===== src/rtl/denorm_unit.sv =====
// Iterative mantissa right-shifter with early exit and an optional sticky bit.
// Define DENORM_STICKY_EN to build the sticky flop; otherwise sticky is tied low.
module denorm_unit #(
    parameter int DATA_W = 8,
    parameter int CNT_W  = 4
) (
    input  logic              clk,
    input  logic              rstb,
    input  logic              start,
    input  logic [DATA_W-1:0] data_in,
    input  logic [CNT_W-1:0]  shift_in,
    output logic              rdy,
    output logic              done,
    output logic [DATA_W-1:0] data_out,
    output logic              sticky
);

    typedef enum logic [1:0] {S_IDLE, S_CHECK, S_SHIFT, S_DONE} state_t;

    state_t            state;
    state_t            state_nxt;
    logic [DATA_W-1:0] r1;
    logic [CNT_W-1:0]  r2;
    logic              accept;

    function automatic logic [DATA_W-1:0] shr1(input logic [DATA_W-1:0] v);
        return v >> 1;
    endfunction

    assign accept   = (state == S_IDLE) && start;
    assign rdy      = (state == S_IDLE);
    assign done     = (state == S_DONE);
    assign data_out = r1;

    always_ff @(posedge clk or negedge rstb) begin
        if (!rstb) state <= S_IDLE;
        else       state <= state_nxt;
    end

    always_comb begin
        state_nxt = state;
        case (state)
            S_IDLE:  if (start) state_nxt = S_CHECK;
            // Early exit keeps R2 from ever counting below zero.
            S_CHECK: state_nxt = (r2 == '0 || r1 == '0) ? S_DONE : S_SHIFT;
            S_SHIFT: state_nxt = S_CHECK;
            S_DONE:  state_nxt = S_IDLE;
            default: state_nxt = S_IDLE;
        endcase
    end

    always_ff @(posedge clk or negedge rstb) begin
        if (!rstb) begin
            r1 <= '0;
            r2 <= '0;
        end else if (accept) begin
            r1 <= data_in;
            r2 <= shift_in;
        end else if (state == S_SHIFT) begin
            r1 <= shr1(r1);
            r2 <= r2 - CNT_W'(1);
        end
    end

`ifdef DENORM_STICKY_EN
    logic sticky_q;

    always_ff @(posedge clk or negedge rstb) begin
        if (!rstb)                   sticky_q <= 1'b0;
        else if (accept)             sticky_q <= 1'b0;
        else if (state == S_SHIFT)   sticky_q <= sticky_q | r1[0];
    end

    assign sticky = sticky_q;
`else
    assign sticky = 1'b0;
`endif

endmodule


===== config.mk =====
export PLATFORM = sky130hd
export DESIGN_NAME = denorm_unit
export DESIGN_NICKNAME = d
export VERILOG_FILES = /design/src/rtl/denorm_unit.sv
export SDC_FILE = /design/constraint.sdc
export NUM_CORES = 1
export LEC_CHECK = 0
export CAP_MARGIN = 30
export CORE_MARGIN = 1.5
export CORE_UTILIZATION = 45
export DETAILED_ROUTE_END_ITERATION = 8
export PLACE_DENSITY = 0.87
export SLEW_MARGIN = 20
export SYNTH_ARGS = -nofsm -noshare
export SYNTH_HDL_FRONTEND = slang
export SYNTH_SLANG_ARGS = --single-unit

===== constraint.sdc =====
create_clock -name clk -period 1.2 [get_ports clk]
set_input_delay 0.18 -clock clk [delete_from_list [all_inputs] [get_ports clk]]
set_output_delay 0.18 -clock clk [all_outputs]
set_load 0.05 [all_outputs]

Word level (Yosys, flattened, before mapping):

Index checks and enable logic that the tools add are counted.

* $add $sub $neg: 1
* eq/ne operators: 4
* multiplexer cells: 7
* reduce and logical (&&, ||, !) cells: 6

Operators with widths (count)
* 8-bit two-way mux: 2
* 8-bit logical NOT: 1
* 4-bit two-way mux: 2
* 2-bit one-hot mux with 4 select lines: 1
* 2-bit equality test (second input constant): 2
* 4-bit logical NOT: 1
* 4-bit by 1-bit subtractor with 4-bit output (second input constant): 1
* 2-bit by 1-bit equality test with 1-bit output (second input constant): 1
* 2-bit logical NOT: 1
* 2-bit two-way mux: 1
* 2-bit != test (second input constant): 1
* 2-bit nonzero test: 1
* 1-bit logical AND: 1
* 1-bit logical OR: 1
* 1-bit two-way mux: 1

* flip-flop bits (word level): 14
* input bits: 15
* output and inout bits: 11
* word-level logic and storage cells: 21

Logic depth before layout (Yosys ltp):

* depth in word-level cells: 4
* gate-level depth with buffers: 5
* depth with buffers taken out: 5

Least setup slack after synthesis:

OpenSTA, ideal clock, no wires.

* path type: register to register
* start: register state[1]
* end: register r2[3]
* setup time: 0.071 ns
* arrival time: 1.480 ns
* setup slack: -0.351 ns
* stages on the path, launching flop included: 5
* path buffers: 1
* path through: dfrtp_1 buf_6 nor2_1 a32oi_1 nand3_1

* cells in the longest elaborated chain, start to end: 3
* elaborated cells on any way between the ends: 5

Ends and longest elaborated chain
* from (decl): RTL line 20 `state_t state;`
* from (signal assigned): RTL line 37 `else state <= state_nxt;`
* 2-bit logical NOT (*)
* via rdy: RTL line 12 `output logic rdy,`
* 1-bit logical AND (*): RTL line 30 `assign accept = (state == S_IDLE) && start;`
* 4-bit two-way mux or 2-bit nonzero test (tied branches)
* to (signal assigned): RTL line 58 `r2 <= shift_in;`
* to (signal assigned): RTL line 61 `r2 <= r2 - CNT_W'(1);`
* to (decl): RTL line 23 `logic [CNT_W-1:0] r2;`

Mark *: on every way through the listed nets, which the timed path passes. The rest lies on a longest branch.
A chain may end at the register's enable or synchronous reset.

Worst setup path after layout:

* start: register state[0]
* end: output port rdy

* cells in the longest elaborated chain, start to end: 1

Ends and longest elaborated chain
* 2-bit logical NOT: RTL line 31 `assign rdy = (state == S_IDLE);`
* to (decl): RTL line 12

Every way passes these cells.

==> results.json <==
{
  "area_growth_pct": 70.1,
  "drt-pass1-iter-count": 4,
  "status": "finished, violations left",
  "numCtsBuffers": 3,
  "grt_pass1_wl_mm": 3.55,
  "crit_type": "flop to primary output",
  "start_util_pct": 48.0,
  "cp.required_ns": 1.02,
  "avgRoutedWirePerCell_um": 17.9,
  "comb_power_share_pct": 69.7,
  "path_max_fanout": 2,
  "violations": "setup timing",
  "reg2reg_slack_ns": -0.04,
  "p_sw_mw": 2.02,
  "hold_buffers": 0,
  "via_per_inst": 5.35,
  "critPathLaunchType": "flop",
  "fp.dieArea_mm2": 0.00211,
  "grt_overflow": 0,
  "p_sw_share_pct": 45.6,
  "via_count": 781,
  "ys_warn_count": 0,
  "arrival_ns": 1.12,
  "finClkSkew_ns": 0.00390,
  "routed_wl_mm": 2.61,
  "dp_hpwl_mm": 1.46,
  "rsz0062_at_grt": "yes",
  "ios": 26,
  "ys_types": 28,
  "finalHoldViolations": 0,
  "hold_path.class": "input pin to async pin",
  "rr_endpoint": "r2[3]$_DFFE_PN0P_",
  "irDropWorstVdd_uv": 2190,
  "fmaxAchievable_mhz": 768,
  "chipWidth_um": 45.9,
  "grt_pass1_vias": 760,
  "ant_nets": 0,
  "cts_root_buffer": "clkbuf_4",
  "antenna_found_initial": 0,
  "netlist_instances": 78,
  "n_antenna_cell": 0,
  "cts_tree": "done",
  "reg2reg_from": "state[0]$_DFFE_PN0P_",
  "synth_area_per_cell_um2": 10.6,
  "synth_fa_ha_area_share_pct": 1.51,
  "ff2ff_path_depth": 5,
  "period_needed_ns": 1.30,
  "clk_pin_slew_ns": 0.09,
  "nets": 138,
  "synth_top_family_by_area": "compound AO/OA/AOI/OAI gates",
  "gp_congestion": 0.748,
  "postLayoutSetupSlackWorst_ns": -0.103,
  "endpoint_kind": "primary output",
  "tns_ns": -0.271,
  "final_area_mm2": 0.00141,
  "drc": 0,
  "ys_seq_area_share_pct": 42.2,
  "fp.coreArea_mm2": 0.00173,
  "synth_area_um2": 830,
  "muxShareOfSynthArea_pct": 0,
  "seq_power_share_pct": 22.4,
  "min_period_over_period_pct": 109,
  "dp_slack_ns": -0.193,
  "dr.first_iter.drc_count": 10,
  "drv_cap": 0,
  "leakagePower_nw": 0.611,
  "synth-seq-cells": 14,
  "p_int_mw": 2.41,
  "clkPwrFrac_pct": 7.9,
  "cts.sinks": 14,
  "fp.dieH_um": 45.9,
  "gr-usage-all-layers_pct": 24.1,
  "slew_violations": 0,
  "htreeDepth": 1,
  "clk_latency_ns": 0.29,
  "power_density_mw_per_mm2": 3140,
  "yosys.area_share.simple_pct": 16.9,
  "drive_gt1_share_pct": 51.2,
  "grt_max_degree": 15,
  "numPortBuffers": 24,
  "syn_nets": 94,
  "cts_max_path_buffers": 2,
  "synth-compound-area-share_pct": 29.9,
  "crit_start": "state[0]$_DFFE_PN0P_",
  "synth-xor-area-share_pct": 0,
  "place_area_mm2": 0.00125,
  "setup_viol": 5,
  "row_count": 15
}
-- registers in the layout, indices dropped and copies added (netlist names) --
signal / count
state: 2
r2: 4
data_out: 8
-- layout make-up --
cell class	instances	area [µm²]
Clock buffer	4	36.3
Tap cell	25	31.3
Inverter	5	18.8
Fill cell	100	315
Timing Repair Buffer	45	520
Multi-Input combinational cell	53	453
Sequential cell	14	352
-- routing by layer --
| layer | routed length, µm | global-route usage, % | up-vias | share of wire, % |
|---|---|---|---|---|
| met5 | 0 | 0 | - | 0 |
| met4 | 51 | 8.57 | 0 | 2.0 |
| met3 | 119 | 2.38 | 5 | 4.6 |
| met2 | 1340 | 40.6 | 32 | 51 |
| met1 | 1100 | 31.8 | 380 | 42 |
| li1 | - | - | 364 | - |
-- cell families (layout without fill, tap and decap cells) --
kind of cell / Yosys count / after routing
fa+ha+maj: 1 / 1
flops: 14 / 14
other cells: 1 / 1
simple gates: 26 / 26
compound gates: 25 / 25
buf+inv: 11 / 54
-- cell usage in the layout, fill, tap and decap left out, drive strengths merged --
cell type and count:
a2bb2oi 1, nor4 2, clkdlybuf4s50 14, nand3b 1, a22oi 8, o21ai 10, clkbuf 4, dfrtp 14
nand2 12, inv 5, nor2 1, o22ai 1, a21oi 2, o21bai 1, nor3 1, nand4b 1
buf 31, and2 1, nand3 3, nor3b 1, ha 1, conb 1, nor2b 3, a32oi 2
-- power groups by stage --
stage	Combinational, mW	Clock, mW	Sequential (mW)
floorplan	1.12	0	1.32
global placement	2.51	0	0.953
detailed placement	2.58	0	0.969
CTS	2.85	0.349	0.944
global route	3.24	0.377	1.02
finish	3.09	0.351	0.992
-- worst max-delay path, cell delays in order (launching register included) --
cell and delay, ns:
dfrtp_1 0.41, buf_6 0.14, nor2_4 0.13, buf_12 0.15
-- Yosys cell counts (all sizes together) --
master    n  share of area (%)
dfrtp    14                 42
nand2    12                5.4
o21ai    10                9.2
a22oi     8                 12
buf       6                6.8
inv       5                2.3
nand3     3                1.8
nor2b     3                3.5
a21oi     2                1.7
a32oi     2                3.0
nor4      2                1.5
a2bb2oi   1                1.1
and2      1               0.75
conb      1               0.45
ha        1                1.5
nand3b    1               0.91
nand4b    1                1.1
nor2      1               0.45
nor3      1               0.60
nor3b     1               0.91
o21bai    1                1.4
o22ai     1                1.5
-- stage by stage --
| step | util [%] | hold slack, ns | total power, mW | cells |
|---|---|---|---|---|
| final | 81.7 | 0.208 | 4.43 | 146 |
| after global routing | 81.7 | 0.211 | 4.63 | 146 |
| after CTS | 78.9 | 0.193 | 4.14 | 145 |
| after detailed placement | 72.2 | 0.502 | 3.55 | 134 |
| after global placement | 72.2 | 0.495 | 3.46 | 134 |
| after floorplan | - | -0.116 | 2.43 | 78 |
-- worst max-delay path by stage --
stage	endpoint
4_1_cts	done
3_5_place_dp	data_out[3]$_DFFE_PN0P_
5_1_grt	rdy
6_report	rdy
2_1_floorplan	r2[3]$_DFFE_PN0P_
3_3_place_gp	r2[2]$_DFFE_PN0P_
-- repair_timing --
action | CTS | global route
setup buffers | 7 | 2
pin swaps | 1 | 6
resized for setup | 8 | 7
setup endpoints to repair | 13 | 14
cloned | 0 | 0
Note: power is estimated with default switching activity, not from simulation.
